$ cat src/rtl/ps2_pkg.sv
// Shared types, constants and parity helper for the PS/2 keyboard receiver.
package ps2_pkg;

  typedef enum logic [1:0] {
    IDLE   = 2'd0,
    DATA   = 2'd1,
    PARITY = 2'd2,
    STOP   = 2'd3
  } ps2_state_e;

  localparam int PS2_DATA_BITS = 8;

  // PS/2 uses odd parity: data bits plus parity bit must hold an odd number of ones.
  function automatic logic odd_parity_ok(input logic [7:0] data_byte, input logic p);
    return ^{data_byte, p};
  endfunction

endpackage

$ cat src/rtl/ps2_rx_fifo.sv
// First-word-fall-through FIFO; the head entry is always presented on dout.
module ps2_rx_fifo #(
  parameter int WIDTH = 8,
  parameter int DEPTH = 8
) (
  input  logic             clk,
  input  logic             resetn,
  input  logic             push,
  input  logic [WIDTH-1:0] din,
  output logic             full,
  input  logic             pop,
  output logic [WIDTH-1:0] dout,
  output logic             empty
);

  localparam int AW = $clog2(DEPTH);

  logic [AW:0]      wr_ptr_q, wr_ptr_d;
  logic [AW:0]      rd_ptr_q, rd_ptr_d;
  logic [WIDTH-1:0] mem_q [DEPTH];
  logic [WIDTH-1:0] mem_d [DEPTH];
  logic             pop_ok_s;
  logic             push_ok_s;

  assign empty = (wr_ptr_q == rd_ptr_q);
  assign full  = (wr_ptr_q[AW] != rd_ptr_q[AW]) && (wr_ptr_q[AW-1:0] == rd_ptr_q[AW-1:0]);
  assign dout  = mem_q[rd_ptr_q[AW-1:0]];

  // Pointer and storage next-state; a push into a full FIFO only lands if the head leaves this cycle.
  always_comb begin
    mem_d     = mem_q;
    pop_ok_s  = pop & ~empty;
    push_ok_s = push & (~full | pop_ok_s);
    wr_ptr_d  = wr_ptr_q;
    rd_ptr_d  = rd_ptr_q;
    if (push_ok_s) begin
      mem_d[wr_ptr_q[AW-1:0]] = din;
      wr_ptr_d = wr_ptr_q + {{AW{1'b0}}, 1'b1};
    end else begin
      wr_ptr_d = wr_ptr_q;
    end
    if (pop_ok_s) begin
      rd_ptr_d = rd_ptr_q + {{AW{1'b0}}, 1'b1};
    end else begin
      rd_ptr_d = rd_ptr_q;
    end
  end

  // Storage and pointer registers; storage clears so the empty head reads as zero.
  always_ff @(posedge clk or negedge resetn) begin
    if (!resetn) begin
      wr_ptr_q <= '0;
      rd_ptr_q <= '0;
      for (int i = 0; i < DEPTH; i++) begin
        mem_q[i] <= '0;
      end
    end else begin
      wr_ptr_q <= wr_ptr_d;
      rd_ptr_q <= rd_ptr_d;
      mem_q    <= mem_d;
    end
  end

endmodule

$ cat src/rtl/ps2_keyboard_rx.sv
// PS/2 keyboard receiver: pin synchronizers, clock deglitch filter, frame FSM with timeout, scan-code FIFO.
module ps2_keyboard_rx
  import ps2_pkg::*;
#(
  parameter int FIFO_DEPTH     = 8,
  parameter int FILTER_LEN     = 4,
  parameter int TIMEOUT_CYCLES = 16000
) (
  input  logic       CLK_CPU,
  input  logic       resetn,
  input  logic       keyboard_clock,
  input  logic       keyboard_data,
  output logic [7:0] code_data,
  output logic       code_valid,
  input  logic       code_ready,
  output logic       parity_err,
  output logic       frame_err,
  output logic       overflow,
  input  logic       clr_overflow,
  output logic       busy
);

  localparam int FCW = $clog2(FILTER_LEN + 1);
  localparam int TCW = $clog2(TIMEOUT_CYCLES + 1);
  localparam int BCW = $clog2(PS2_DATA_BITS);

  logic [1:0]       kclk_sync_q, kclk_sync_d;
  logic [1:0]       kdat_sync_q, kdat_sync_d;
  logic [FCW-1:0]   filt_cnt_q, filt_cnt_d;
  logic             filt_lvl_q, filt_lvl_d;
  ps2_state_e       state_q, state_d;
  logic [BCW-1:0]   bit_cnt_q, bit_cnt_d;
  logic [7:0]       shreg_q, shreg_d;
  logic             par_q, par_d;
  logic [TCW-1:0]   to_cnt_q, to_cnt_d;
  logic             frame_err_q, frame_err_d;
  logic             parity_err_q, parity_err_d;
  logic             overflow_q, overflow_d;
  logic             clk_changed_s, strobe_s, data_s, timeout_s;
  logic             push_s, pop_s, fifo_full_s, fifo_empty_s;

  // Two-stage synchronizers; stage [1] is the usable synchronized level.
  always_comb begin
    kclk_sync_d = {kclk_sync_q[0], keyboard_clock};
    kdat_sync_d = {kdat_sync_q[0], keyboard_data};
  end

  assign clk_changed_s = kclk_sync_q[1] ^ kclk_sync_q[0];
  assign data_s        = kdat_sync_q[1];

  // Clock filter: the level is accepted only once it has held steady for FILTER_LEN cycles.
  always_comb begin
    filt_cnt_d = filt_cnt_q;
    filt_lvl_d = filt_lvl_q;
    if (clk_changed_s) begin
      filt_cnt_d = '0;
    end else begin
      if (filt_cnt_q != FCW'(FILTER_LEN)) begin
        filt_cnt_d = filt_cnt_q + FCW'(1);
      end else begin
        filt_cnt_d = filt_cnt_q;
      end
      if (filt_cnt_q == FCW'(FILTER_LEN - 1)) begin
        filt_lvl_d = kclk_sync_q[1];
      end else begin
        filt_lvl_d = filt_lvl_q;
      end
    end
  end

  assign strobe_s = filt_lvl_q & ~filt_lvl_d;

  // Frame FSM with inter-edge timeout; also decides error pulses and FIFO pushes.
  always_comb begin
    state_d      = state_q;
    bit_cnt_d    = bit_cnt_q;
    shreg_d      = shreg_q;
    par_d        = par_q;
    frame_err_d  = 1'b0;
    parity_err_d = 1'b0;
    push_s       = 1'b0;
    if (state_q == IDLE) begin
      to_cnt_d = '0;
    end else if (strobe_s) begin
      to_cnt_d = '0;
    end else begin
      to_cnt_d = to_cnt_q + TCW'(1);
    end
    timeout_s = (state_q != IDLE) && !strobe_s && (to_cnt_q == TCW'(TIMEOUT_CYCLES - 1));
    case (state_q)
      IDLE: begin
        if (strobe_s) begin
          if (!data_s) begin
            state_d   = DATA;
            bit_cnt_d = '0;
          end else begin
            frame_err_d = 1'b1;
          end
        end else begin
          state_d = IDLE;
        end
      end
      DATA: begin
        if (strobe_s) begin
          shreg_d   = {data_s, shreg_q[7:1]};
          bit_cnt_d = bit_cnt_q + BCW'(1);
          if (bit_cnt_q == BCW'(PS2_DATA_BITS - 1)) begin
            state_d = PARITY;
          end else begin
            state_d = DATA;
          end
        end else begin
          state_d = DATA;
        end
      end
      PARITY: begin
        if (strobe_s) begin
          par_d   = data_s;
          state_d = STOP;
        end else begin
          state_d = PARITY;
        end
      end
      STOP: begin
        if (strobe_s) begin
          state_d = IDLE;
          if (!data_s) begin
            frame_err_d = 1'b1;
          end else if (!odd_parity_ok(shreg_q, par_q)) begin
            parity_err_d = 1'b1;
          end else begin
            push_s = 1'b1;
          end
        end else begin
          state_d = STOP;
        end
      end
      default: begin
        state_d = IDLE;
      end
    endcase
    if (timeout_s) begin
      state_d     = IDLE;
      frame_err_d = 1'b1;
      bit_cnt_d   = '0;
      shreg_d     = 8'h00;
    end else begin
      state_d = state_d;
    end
  end

  assign pop_s = ~fifo_empty_s & code_ready;

  // Sticky overflow: a good code that cannot be stored sets it; a new overflow beats a clear.
  always_comb begin
    overflow_d = overflow_q;
    if (push_s && fifo_full_s && !pop_s) begin
      overflow_d = 1'b1;
    end else if (clr_overflow) begin
      overflow_d = 1'b0;
    end else begin
      overflow_d = overflow_q;
    end
  end

  // All receiver state registers.
  always_ff @(posedge CLK_CPU or negedge resetn) begin
    if (!resetn) begin
      kclk_sync_q  <= 2'b11;
      kdat_sync_q  <= 2'b11;
      filt_cnt_q   <= '0;
      filt_lvl_q   <= 1'b1;
      state_q      <= IDLE;
      bit_cnt_q    <= '0;
      shreg_q      <= 8'h00;
      par_q        <= 1'b0;
      to_cnt_q     <= '0;
      frame_err_q  <= 1'b0;
      parity_err_q <= 1'b0;
      overflow_q   <= 1'b0;
    end else begin
      kclk_sync_q  <= kclk_sync_d;
      kdat_sync_q  <= kdat_sync_d;
      filt_cnt_q   <= filt_cnt_d;
      filt_lvl_q   <= filt_lvl_d;
      state_q      <= state_d;
      bit_cnt_q    <= bit_cnt_d;
      shreg_q      <= shreg_d;
      par_q        <= par_d;
      to_cnt_q     <= to_cnt_d;
      frame_err_q  <= frame_err_d;
      parity_err_q <= parity_err_d;
      overflow_q   <= overflow_d;
    end
  end

  ps2_rx_fifo #(
    .WIDTH(PS2_DATA_BITS),
    .DEPTH(FIFO_DEPTH)
  ) u_fifo (
    .clk   (CLK_CPU),
    .resetn(resetn),
    .push  (push_s),
    .din   (shreg_q),
    .full  (fifo_full_s),
    .pop   (pop_s),
    .dout  (code_data),
    .empty (fifo_empty_s)
  );

  assign code_valid = ~fifo_empty_s;
  assign frame_err  = frame_err_q;
  assign parity_err = parity_err_q;
  assign overflow   = overflow_q;
  assign busy       = (state_q != IDLE);

endmodule

$ cat config.mk
export PLATFORM = sky130hd
export DESIGN_NAME = ps2_keyboard_rx
export DESIGN_NICKNAME = d
export VERILOG_FILES = /design/src/rtl/ps2_pkg.sv /design/src/rtl/ps2_rx_fifo.sv /design/src/rtl/ps2_keyboard_rx.sv
export SDC_FILE = /design/constraint.sdc
export NUM_CORES = 1
export LEC_CHECK = 0
export ABC_AREA = 1
export CAP_MARGIN = 20
export CORE_ASPECT_RATIO = 1.4
export CORE_MARGIN = 3
export CORE_UTILIZATION = 56
export CTS_CLUSTER_DIAMETER = 30
export DETAILED_ROUTE_END_ITERATION = 6
export GPL_TIMING_DRIVEN = 0
export PLACE_DENSITY = 0.77
export SLEW_MARGIN = 20
export SYNTH_ARGS = -nofsm -noshare
export SYNTH_HDL_FRONTEND = slang
export SYNTH_SLANG_ARGS = --single-unit
export TNS_END_PERCENT = 50
$ cat constraint.sdc
create_clock -name CLK_CPU -period 1.9 [get_ports CLK_CPU]
set_input_delay 0.475 -clock CLK_CPU [delete_from_list [all_inputs] [get_ports CLK_CPU]]
set_output_delay 0.475 -clock CLK_CPU [all_outputs]
set_load 0.1 [all_outputs]
Word level (Yosys, flattened, before mapping)
Index checks and enable logic that the tools add are counted.

storage, ports and cells
  flip-flop bits (word level) = 111
  output and inout bits = 13
  input port bits = 6
  word-level logic and storage cells = 118

cells by class
  mux-type cells = 44
  $add $sub $neg = 5
  bitwise logic cells = 11
  eq/ne operators = 14
  reduce and logical (&&, ||, !) cells = 19
  magnitude comparators = 3

operators by type and width
  operator                                                   count
  bitwise mux 64 bit                                         1
  two-way mux 8 bit                                          6
  two-way mux 14 bit                                         2
  binary-select mux 8 bit (select 3 bit)                     1
  demux 8 bit (select 3 bit)                                 1
  two-way mux 1 bit                                          18
  two-way mux 3 bit                                          6
  adder 14 x 1 -> 14 bit (second input constant)             1
  equality test 14 bit (second input constant)               1
  two-way mux 2 bit                                          6
  inequality test 3 bit (second input constant)              4
  nonzero test 2 bit                                         5
  parity 9 bit                                               1
  adder 4 x 1 -> 4 bit (second input constant)               2
  greater-or-equal comparator 4 bit (second input constant)  2
  NOT 3 -> 4 bit                                             2
  one-hot mux 2 bit (4 select lines)                         1
  adder 3 x 1 -> 3 bit (second input constant)               2
  logical AND 1 bit                                          6
  one-hot mux 3 bit (2 select lines)                         1
  bitwise AND 1 bit                                          4
  equality test 2 bit (second input constant)                2
  equality test 4 bit                                        1
  < comparator 4 x 1 -> 1 bit (second input constant)        1
  15 further kinds                                           19

Longest topological paths before layout
Gate-level depths: netlist (run 1).

  depth in word-level cells = 10
  depth in mapped cells = 14
  mapped depth without buffers = 12

By module
Synthesis (run 1) repeated with hierarchy kept, for this count alone.

second synthesis, totals
  cells, all modules = 748
  area total of the unflattened synthesis = 6094.6 um2

by module, submodules not included
  module           instances  area each (um2)  cells an instance  seq. area each (um2)
  ps2_rx_fifo      1          3885.0           472                1801.7
  ps2_keyboard_rx  1          2209.6           276                982.2

Least setup slack after synthesis (run 1)
OpenSTA, ideal clock, no wires.

  kind = register to output
  from = reg u_fifo.rd_ptr_q[1]
  to = out code_data[1]
  buffers on the path = 2
  required time = 1425 ps
  arrival = 2674 ps
  path slack = -1249 ps
  cell stages (with the launch flop) = 8
  cells stage by stage = dfrtp_1 > buf_4 > inv_4 > clkbuf_1 > o21ai_0 > o22ai_1 > nor2_1 > a31oi_1

between the ends
  word-level cells in the longest chain between the ends = 4

RTL lines
  what                                                   line                   text
  from (decl)                                            ps2_rx_fifo.sv:19      logic [AW:0] rd_ptr_q, rd_ptr_d;
  from (signal assigned)                                 ps2_rx_fifo.sv:59      rd_ptr_q <= rd_ptr_d;
  NOT 3 -> 4 bit (not written as such)                   ps2_rx_fifo.sv:27      assign dout = mem_q[rd_ptr_q[AW-1:0]];
  binary-select mux 8 bit (select 3 bit)                 ps2_rx_fifo.sv:27
  two-way mux 8 bit (not written as such) (2 in series)  ps2_rx_fifo.sv:27
  to (decl)                                              ps2_keyboard_rx.sv:13  output logic [7:0] code_data,

Every way passes these cells. The select of a mux whose other input is x is not followed.

Worst setup path in the final report (run 1)
  from = reg u_fifo.rd_ptr_q[0]
  to = out code_data[3]

Same word-level chain as after synthesis.

==> results of run 1 <==
Yosys cell counts, types with 6 or more instances:
cell      instances  area share [%]
o21ai_0          48             4.1
nand2_2           8            0.85
o21ai_1          10            0.85
buf_4             9             1.2
o22ai_1           9            0.96
buf_2             6            0.51
nand3_1          31             2.6
nand4_1          69             7.4
nand3_2           7             1.2
ha_1             13             2.8
a31oi_1           8            0.85
nor3_1            7            0.60
xor2_1           10             1.5
a21oi_1          10            0.85
nand2_1         189              12
inv_1            41             2.6
dfrtp_1         106              45
buf_6            12             2.3
clkbuf_1         10            0.64
nor2_1           91             5.8
inv_2             6            0.38
sequential cells by signal, indices dropped and copies added (netlist names):
name / flops
u_fifo.wr_ptr_q: 4
overflow: 1
kclk_sync_q: 2
parity_err: 1
to_cnt_q: 14
frame_err: 1
bit_cnt_q: 3
filt_lvl_q: 1
kdat_sync_q: 2
u_fifo.rd_ptr_q: 4
state_q: 2
filt_cnt_q: 3
u_fifo.mem_q: 64
shreg_q: 8
par_q: 1
kinds of logic after synthesis:
group	after synthesis
buffers and inverters	88
adder cells (fa/ha/maj)	13
AND/OR/NAND/NOR	408
XOR/XNOR	11
flip-flops	111
AO/OA/AOI/OAI	88
worst max-delay path: cells and delay by family, from the launching register on:
family | cells | cell delay, ns
buffers and inverters | 3 | 0.56
AO/OA/AOI/OAI | 2 | 0.39
AND/OR/NAND/NOR | 2 | 0.17
flip-flops | 1 | 0.42
power by group through the flow:
| stage | Sequential [W] | Clock [W] | Combinational (W) |
|---|---|---|---|
| 4_1_cts | 0.00250 | 0.00178 | 0.00470 |
| 6_report | 0.00251 | 0.00179 | 0.00519 |
| 2_1_floorplan | 0.00253 | 0 | 0.00281 |
| 5_1_grt | 0.00252 | 0.00191 | 0.00536 |
| 3_5_place_dp | 0.00255 | 0 | 0.00363 |
| 3_3_place_gp | 0.00254 | 0 | 0.00359 |
routing by layer:
layer / part of all wire, % / routed length [µm] / GRT usage [%] / vias up
met3: 7.0 / 1240 / 4.30 / 82
met4: 5.7 / 1020 / 18.3 / 0
met1: 36 / 6330 / 32.5 / 2680
met2: 52 / 9200 / 49.8 / 302
met5: 0 / 0 / 0 / -
li1: - / - / - / 2555
area by class of cell:
cell class                      count  area (µm²)  area share, %
Buffer                             38         502           6.36
Clock buffer                       13         250           3.17
Clock inverter                      3        20.0          0.254
Inverter                           49         216           2.75
Multi-Input combinational cell    520        3090           39.2
Sequential cell                   111        2780           35.3
Tap cell                          135         169           2.14
Timing Repair Buffer               61         840           10.6
Timing Repair inverter              1        8.76          0.111
final timing paths:
| kind | cells past startpoint | endpoint |
|---|---|---|
| worst max-delay path | 7 | code_data[3] |
| worst max register to register | 11 | u_fifo.mem_q[0] |
| min in group CLK_CPU | 0 | kdat_sync_q[1] |
| worst min-delay path | 1 | u_fifo.mem_q[15] |
| max in group asynchronous | 2 | filt_lvl_q |
| worst min register to register | 0 | kdat_sync_q[1] |
through the flow:
step	setup TNS, ns	setup slack, ns
3_5_place_dp	-20.79	-1.26
6_report	-11.49	-0.490
5_1_grt	-16.50	-0.540
4_1_cts	-6.04	-0.449
2_1_floorplan	-1.10	-0.131
3_3_place_gp	-434.76	-3.83
timing repair:
item / in CTS / in global routing
cloned: 5 / 9
pin swaps: 23 / 66
endpoints found under the setup margin: 93 / 93
buffers inserted: 14 / 16
gates resized for setup: 175 / 71
==> results.ini, run 1 <==
[outcome]
status=complete, but fails checks
violations=setup timing

[logic_synthesis]
synth_area_mm2=0.00586
syn_nets=738
synth_top_family_by_area=simple AND/OR/NAND/NOR gates
synth-xor-area-share_pct=1.64
synthCells=719
synth_area_per_cell_um2=8.15
synth_compound_area_share_pct=8.02
synth_edf_count=0
synth-main-ff-cell=dfrtp_1
async_flop_share_pct=100
seq_area_frac_synth_pct=47.5
synth_mux_area_share_pct=0
synth_warnings=0
synth-seq-cells=111
synth_adder_area_share_pct=2.77
yosysUniqueCellTypes=35
synthSimpleGateAreaFrac_pct=32.0

[clock_network]
root_buffer=clkbuf_16
cts_tree=yes
ctsHoldBuffers=0
cts_buffers=9
cts_buffer_depth=2
cts.sinks=111
htreeDepth=3
worstSkewPairLatency_ns=0.35
path_clk_slew_ns=0.07

[power_and_ir_drop]
p_per_area_mw_per_mm2=1200
p_clk_share_pct=18.9
cellLeakagePower_nw=3.78
seqPwrFrac_pct=26.5
power_frac_comb_pct=54.7
switchingPower_w=0.00413
switching_share_pct=43.5
fin_total_pwr_w=0.00949
ir_worst_vdd_uv=763
p_int_w=0.00536

[timing]
final.period_utilization_pct=126
max_clock_freq_ghz=0.418
fin_crit_ns=2.39
slew_violations=0
fin_ws_ns=-0.490
hold_ws_ns=0.0556
hold_viol=0
rsz0062_at_grt=true
relSlewSlack_pct=41.3
worst_pin_slew_ns=0.877
setup_viol=77
skew_ns=0.00724

[floorplanning]
dieArea_mm2=0.0118
core.rowCount=43
ios=19
die-height_um=127
die_x_um=92.5
core_mm2=0.0101
start_util_pct=58.3

[routing]
vias=5619
wirelength_um=17800
dr.first_iter.drc_count=527
firstDrtPassIters=5
wl_per_cell_um=19.1
drtAntennaViolNets=0
viasPerCell=6.04
drc=0

[place]
placed_cell_area_mm2=0.00649
port_buffers=18
hpwl_um=10700
place_inst=873
gp_congestion=0.960

[grt]
antenna_found_initial=0
grt_pass1_vias=5371
grtUsageTotal_pct=28.6
grt-ovfl-total=0
grt_pass1_wl_um=26400
grt_max_degree=63

[cells_and_area]
layout_commonest_cell=nand2_1
n_fill_cell=603
area_growth_pct=34.5
antenna_cells=0
finalCoreUtilization_pct=78.4
fin_cells=931
nNetsFinal=810
final_cell_mix=181 x nand2_1, 106 x dfrtp_1, 71 x nor2_1, 69 x nand4_1, 37 x inv_1
drive_gt1_share_pct=25.8
stdcell_area_mm2=0.00788

[min_path]
hold_path.class=in -> async

[critical_path]
rrSetupSlack_ns=-0.23
crit_path_start_kind=flip-flop
worst-setup-path-type=reg -> out
cp_common_cell=buf_12
required_ns=1.42
cp_slowest_cell=dfrtp_1
crit_fanout=10
endpoint_kind=primary output
critPathMaxStageDelay_ns=0.42
cp_data_arrival_time_ns=1.92
path_cells=buf_12 > clkbuf_8 > nor2_1 > o22ai_4 > nor2_2 > a31oi_4 > buf_12
crit_start=u_fifo.rd_ptr_q[0]
timing.rr.start=u_fifo.wr_ptr_q[0]

[run]
drv_cap=0

Power figures use the tool's default switching activity.
==> run 2: changes to the inputs <==
--- a/config.mk
+++ b/config.mk
@@ -9,11 +9,12 @@
 export CAP_MARGIN = 20
 export CORE_ASPECT_RATIO = 1.4
 export CORE_MARGIN = 3
-export CORE_UTILIZATION = 56
+export CORE_UTILIZATION = 62
 export CTS_CLUSTER_DIAMETER = 30
 export DETAILED_ROUTE_END_ITERATION = 6
 export GPL_TIMING_DRIVEN = 0
-export PLACE_DENSITY = 0.77
+export PLACE_DENSITY = 0.8
+export SKIP_CTS_REPAIR_TIMING = 1
 export SLEW_MARGIN = 20
 export SYNTH_ARGS = -nofsm -noshare
 export SYNTH_HDL_FRONTEND = slang
==> constraint.sdc (replaced) <==
create_clock -name CLK_CPU -period 2.6 [get_ports CLK_CPU]
set_input_delay 0.65 -clock CLK_CPU [delete_from_list [all_inputs] [get_ports CLK_CPU]]
set_output_delay 0.65 -clock CLK_CPU [all_outputs]
set_load 0.1 [all_outputs]
==> results.ini, run 2 (synthesis results as in run 1) <==
[cells_and_area]
area_growth_pct=15.5
final_cell_mix=189 x nand2_1, 106 x dfrtp_1, 89 x nor2_1, 69 x nand4_1, 44 x o21ai_0
nNetsFinal=770  ; -4.9%
regMostFlops=u_fifo.mem_q
n_fill_cell=684  ; +13%
reg.largest.list=u_fifo.mem_q: 64 flops, to_cnt_q: 14 flops, shreg_q: 8 flops
antenna_cells=0  ; unchanged
largest_reg_flops=64  ; unchanged
drive_gt1_share_pct=15.1  ; -11 points
layout_commonest_cell=nand2_1

[grt]
grt_pass1_wl_um=24600  ; -6.6%
grt_pass1_vias=5107  ; -4.9%
globalRouteMet3Util_pct=5.10  ; +0.80 points
global_route.usage.met2_pct=49.4  ; -0.44 points
grtUsageTotal_pct=29.5  ; +0.85 points
gr-max-usage-layer=met2
antenna_found_initial=0  ; unchanged
grt-ovfl-total=0  ; unchanged
grt_max_degree=82  ; +30%
grt_util_met1_pct=36.6  ; +4.0 points

[timing]
skew_ns=0.00823  ; +0.000990 ns
fin_crit_ns=2.62
slew_violations=0  ; unchanged
worst_pin_slew_ns=0.978  ; +0.102 ns
relSlewSlack_pct=34.6  ; -6.8 points
final.period_utilization_pct=101
setup_viol=1  ; -99%
fin_ws_ns=-0.0188  ; +0.471 ns
max_clock_freq_ghz=0.382
hold_viol=0  ; unchanged
rsz0062_at_grt=true

[power_and_ir_drop]
cellLeakagePower_nw=3.37  ; -11%
p_int_w=0.00355  ; -34%
ir_worst_vdd_uv=464  ; -39%
seqPwrFrac_pct=29.5  ; +3.0 points
p_clk_share_pct=24.4  ; +5.5 points
switchingPower_w=0.00264  ; -36%
power_frac_comb_pct=46.1  ; -8.6 points
p_per_area_mw_per_mm2=914  ; -24%
switching_share_pct=42.6  ; -0.89 points
fin_total_pwr_w=0.00619  ; -35%

[critical_path]
timing.rr.start=filt_cnt_q[0]
worstRegToRegCells=12  ; +1
rrSetupSlack_ns=0.26  ; +0.49 ns
crit_path_start_kind=flip-flop
endpoint_kind=primary output
cp_data_arrival_time_ns=1.97  ; +0.05 ns
required_ns=1.95  ; +0.53 ns
crit_fanout=8  ; -2
rr_endpoint=shreg_q[5]
worst-setup-path-type=reg -> out

[routing]
dr.first_iter.drc_count=615  ; +17%
firstDrtPassIters=5  ; unchanged
viasPerCell=6.13  ; +1.6%
wl_per_cell_um=17.6  ; -8.1%
drtAntennaViolNets=0  ; unchanged
vias=5292  ; -5.8%
wirelength_um=15200  ; -15%
drc=0  ; unchanged

[floorplanning]
core_mm2=0.00913  ; -9.2%
ios=19  ; unchanged
core.rowCount=41  ; -4.7%
die_x_um=88.2  ; -4.6%
start_util_pct=64.2  ; +5.9 points
die-height_um=121  ; -4.7%
dieArea_mm2=0.0107  ; -9.2%

[clock_network]
cts_tree=yes
cts_buffers=9  ; unchanged
cts.sinks=111  ; unchanged
htreeDepth=3  ; unchanged
path_clk_slew_ns=0.07  ; about the same
root_buffer=clkbuf_16
cts_buffer_depth=2  ; unchanged
worstSkewPairLatency_ns=0.36  ; about the same

[min_path]
hold_path.class=in -> async

[place]
port_buffers=18  ; unchanged
hpwl_um=10400  ; -2.9%
dp_slack_ns=-1.04  ; +0.226 ns
gp_congestion=0.927  ; -3.3%

[run]
drv_cap=0  ; unchanged

[outcome]
status=complete, but fails checks
violations=setup timing

==> run 2: changes by cell type in the layout (fill, tap and decap cells not counted), sizes merged <==
| cell | before | now |
|---|---|---|
| inv | 47 | 50 |
| clkdlybuf4s50 | 4 | 7 |
| bufbuf | 1 | 0 |
| bufinv | 0 | 2 |
| clkinv | 3 | 2 |
| clkbuf | 28 | 18 |
| clkdlybuf4s15 | 3 | 0 |
| clkinvlp | 3 | 1 |
| buf | 76 | 45 |
==> run 2: cell type report <==
class	instances	area, µm²	share of cell area, %
flip-flops and latches	111	2780	41.1
multi-input cells	520	2720	40.2
plain buffers	39	353	5.21
repair buffers	21	267	3.94
clock buffers	10	229	3.38
inverters	49	194	2.86
well taps	107	134	1.98
clock inverters	6	92.6	1.37
==> run 2: metal layers <==
layer	vias up	part of all wire (%)	routed length (µm)
li1	2463	-	-
met1	2570	39	5970
met2	209	51	7680
met3	50	5.6	856
met4	0	4.3	648
met5	-	0	0
==> run 2: per-stage QoR <==
step                util [%]  cell area, µm²  setup TNS, ns  hold WS, ns  instances
floorplan                  -            5950         -0.432        0.345        719
CTS                     72.4            6610         -11.45        0.169        861
detailed placement      68.9            6290          -7.42        0.349        845
global route            74.2            6770         -0.185        0.179        863
global placement        68.6            6260        -360.71        0.347        844
finish                  74.2            6770        -0.0188        0.157        863
==> run 2: how the worst max path moves through the flow <==
stage	startpoint	endpoint	slack (ns)	cells after the start
after floorplan	u_fifo.rd_ptr_q[0]	code_data[4]	-0.11	7
after global placement	resetn	filt_cnt_q[2]	-3.25	1
after detailed placement	u_fifo.rd_ptr_q[1]	code_data[1]	-1.04	8
after CTS	u_fifo.rd_ptr_q[1]	code_data[1]	-1.44	8
after global routing	u_fifo.rd_ptr_q[0]	code_data[2]	-0.06	8
final	u_fifo.rd_ptr_q[0]	code_data[2]	-0.02	8
==> run 2: critical path, stage by stage (launching register included) <==
cell	delay, ns
dfrtp_1	0.40
buf_6	0.16
inv_8	0.08
buf_8	0.11
nor2_1	0.04
o22ai_1	0.27
nor2_1	0.15
a31oi_4	0.18
buf_8	0.22
==> run 2: power groups by stage <==
| stage | sequential [W] | clock (W) | combinational, W |
|---|---|---|---|
| floorplan | 0.00185 | 0 | 0.00186 |
| global placement | 0.00186 | 0 | 0.00241 |
| detailed placement | 0.00186 | 0 | 0.00244 |
| CTS | 0.00182 | 0.00151 | 0.00246 |
| global route | 0.00183 | 0.00158 | 0.00298 |
| finish | 0.00183 | 0.00151 | 0.00285 |
==> run 3: changes to the inputs <==
--- a/config.mk
+++ b/config.mk
@@ -12,10 +12,10 @@
 export CORE_UTILIZATION = 62
 export CTS_CLUSTER_DIAMETER = 30
 export DETAILED_ROUTE_END_ITERATION = 6
+export GPL_ROUTABILITY_DRIVEN = 0
 export GPL_TIMING_DRIVEN = 0
 export PLACE_DENSITY = 0.8
 export SKIP_CTS_REPAIR_TIMING = 1
-export SLEW_MARGIN = 20
 export SYNTH_ARGS = -nofsm -noshare
 export SYNTH_HDL_FRONTEND = slang
 export SYNTH_SLANG_ARGS = --single-unit
==> results.ini, run 3 (synthesis results as in run 1) <==
[outcome]
status=complete, but fails checks
violations=setup timing

[timing]
skew_ns=0.00800  ; -0.000225 ns
fin_crit_ns=2.61  ; -0.0131 ns
max_clock_freq_ghz=0.384  ; +0.50%
setup_viol=1  ; unchanged
final.period_utilization_pct=100  ; -0.51 points
worst_pin_slew_ns=0.975  ; -0.00359 ns
hold_ws_ns=0.284  ; +0.127 ns
rsz0062_at_grt=true
slew_violations=0  ; unchanged
fin_ws_ns=-0.00570  ; +0.0131 ns
hold_viol=0  ; unchanged
relSlewSlack_pct=34.8  ; +0.24 points
setup_tns_ns=-0.00570  ; +0.0131 ns

[place]
place_inst=845  ; unchanged
placed_cell_area_mm2=0.00629  ; about the same
port_buffers=18  ; unchanged
hpwl_um=10500  ; +0.98%
dp_slack_ns=-1.02  ; +0.0146 ns

[run]
drv_cap=0  ; unchanged

[grt]
globalRouteMet3Util_pct=5.16  ; +0.068 points
global_route.usage.met2_pct=49.3  ; -0.094 points
gr-max-usage-layer=met2
grtUsageTotal_pct=29.6  ; +0.12 points
antenna_found_initial=0  ; unchanged
grt_pass1_vias=5070  ; -0.72%
grt_util_met1_pct=35.7  ; -0.88 points
grt_max_degree=70  ; -15%
grt-ovfl-total=0  ; unchanged
grt_pass1_wl_um=24400  ; -0.76%

[power_and_ir_drop]
p_per_area_mw_per_mm2=894  ; -2.2%
ir_worst_vdd_uv=456  ; -1.6%
cellLeakagePower_nw=3.32  ; -1.5%

[min_path]
hold_path.class=in -> async

[cells_and_area]
nNetsFinal=769  ; -0.13%
stdcell_area_mm2=0.00670  ; -1.0%
reg.largest.list=u_fifo.mem_q: 64 flops, to_cnt_q: 14 flops, shreg_q: 8 flops
antenna_cells=0  ; unchanged
final_cell_mix=189 x nand2_1, 106 x dfrtp_1, 88 x nor2_1, 69 x nand4_1, 44 x o21ai_0
area_growth_pct=14.3
largest_reg_flops=64  ; unchanged
fin_cells=862  ; -0.12%
regMostFlops=u_fifo.mem_q
layout_commonest_cell=nand2_1
drive_gt1_share_pct=15.4  ; +0.28 points

[floorplanning]
ios=19  ; unchanged
die-height_um=121  ; unchanged
dieArea_mm2=0.0107  ; unchanged
core_mm2=0.00913  ; unchanged
start_util_pct=64.2  ; unchanged
die_x_um=88.2  ; unchanged
core.rowCount=41  ; unchanged

[routing]
viasPerCell=6.14  ; +0.17%
dr.first_iter.drc_count=575  ; -6.5%
firstDrtPassIters=5  ; unchanged
drc=0  ; unchanged
vias=5295  ; +0.057%
wirelength_um=15300  ; +0.96%
drtAntennaViolNets=0  ; unchanged
wl_per_cell_um=17.7  ; +1.1%

[critical_path]
crit_family=buffers and inverters
critPathMaxStageDelay_ns=0.40  ; about the same
endpoint_kind=primary output
crit_start=u_fifo.rd_ptr_q[0]
cp.depth=8  ; unchanged
rrSetupSlack_ns=0.27  ; about the same
timing.rr.start=filt_cnt_q[0]
crit_fanout=8  ; unchanged
crit_buf_inv=4  ; unchanged
rr_endpoint=shreg_q[6]
cp_slowest_cell=dfrtp_1
required_ns=1.95  ; about the same
worstRegToRegCells=12  ; unchanged
worst-setup-path-type=reg -> out
path_cells=buf_6 > inv_6 > buf_4 > nor2_1 > o22ai_1 > nor2_1 > a31oi_2 > buf_6
crit_path_start_kind=flip-flop
crit_end=code_data[5]
cp_data_arrival_time_ns=1.96  ; about the same

[clock_network]
cts_buffer_depth=2  ; unchanged
cts.sinks=111  ; unchanged
path_clk_slew_ns=0.08  ; about the same
root_buffer=clkbuf_16
htreeDepth=3  ; unchanged
cts_buffers=9  ; unchanged
cts_tree=yes
worstSkewPairLatency_ns=0.36  ; about the same

==> run 3: cell type report <==
class                   count  area [µm²]
repair buffers             20         239
clock inverters             7        57.6
clock buffers               9         225
multi-input cells         520        2730
well taps                 107         134
fillers                   686        2430
flip-flops and latches    111        2780
inverters                  49         191
plain buffers              39         345
==> run 3: worst min-delay path by stage <==
stage	start	end	slack, ns	cells after the start
2_1_floorplan	resetn	bit_cnt_q[0]	0.35	0
3_3_place_gp	kdat_sync_q[0]	kdat_sync_q[1]	0.35	0
3_5_place_dp	kdat_sync_q[0]	kdat_sync_q[1]	0.35	0
4_1_cts	resetn	u_fifo.mem_q[18]	0.31	1
5_1_grt	resetn	u_fifo.mem_q[20]	0.33	1
6_report	resetn	u_fifo.mem_q[18]	0.28	1
==> run 3: metal layers <==
layer  wire length, µm  up-vias
li1                  -     2463
met1              5870     2525
met2              7770      253
met3               969       54
met4               690        0
met5                 0        -
==> run 3: stage by stage <==
| stage | total power (W) | util [%] |
|---|---|---|
| CTS | 0.00562 | 72.0 |
| detailed placement | 0.00431 | 68.9 |
| global route | 0.00622 | 73.4 |
| finish | 0.00600 | 73.4 |
| floorplan | 0.00371 | - |
| global placement | 0.00428 | 68.6 |
==> run 3: worst reg2reg max path, cell delays in order (launching register included) <==
cell     delay, ns
dfrtp_1       0.42
ha_1          0.22
ha_1          0.21
nand2_1       0.15
nor2_4        0.07
inv_2         0.13
nand2_2       0.14
inv_2         0.17
nand2_2       0.14
o21ai_2       0.14
buf_2         0.27
nand3_1       0.11
o21ai_1       0.09
==> run 3: report_power, final <==
group,internal [W],switching (W)
sequential,0.00179,0.0000457
combinational,0.000883,0.00194
clock,0.000661,0.000678
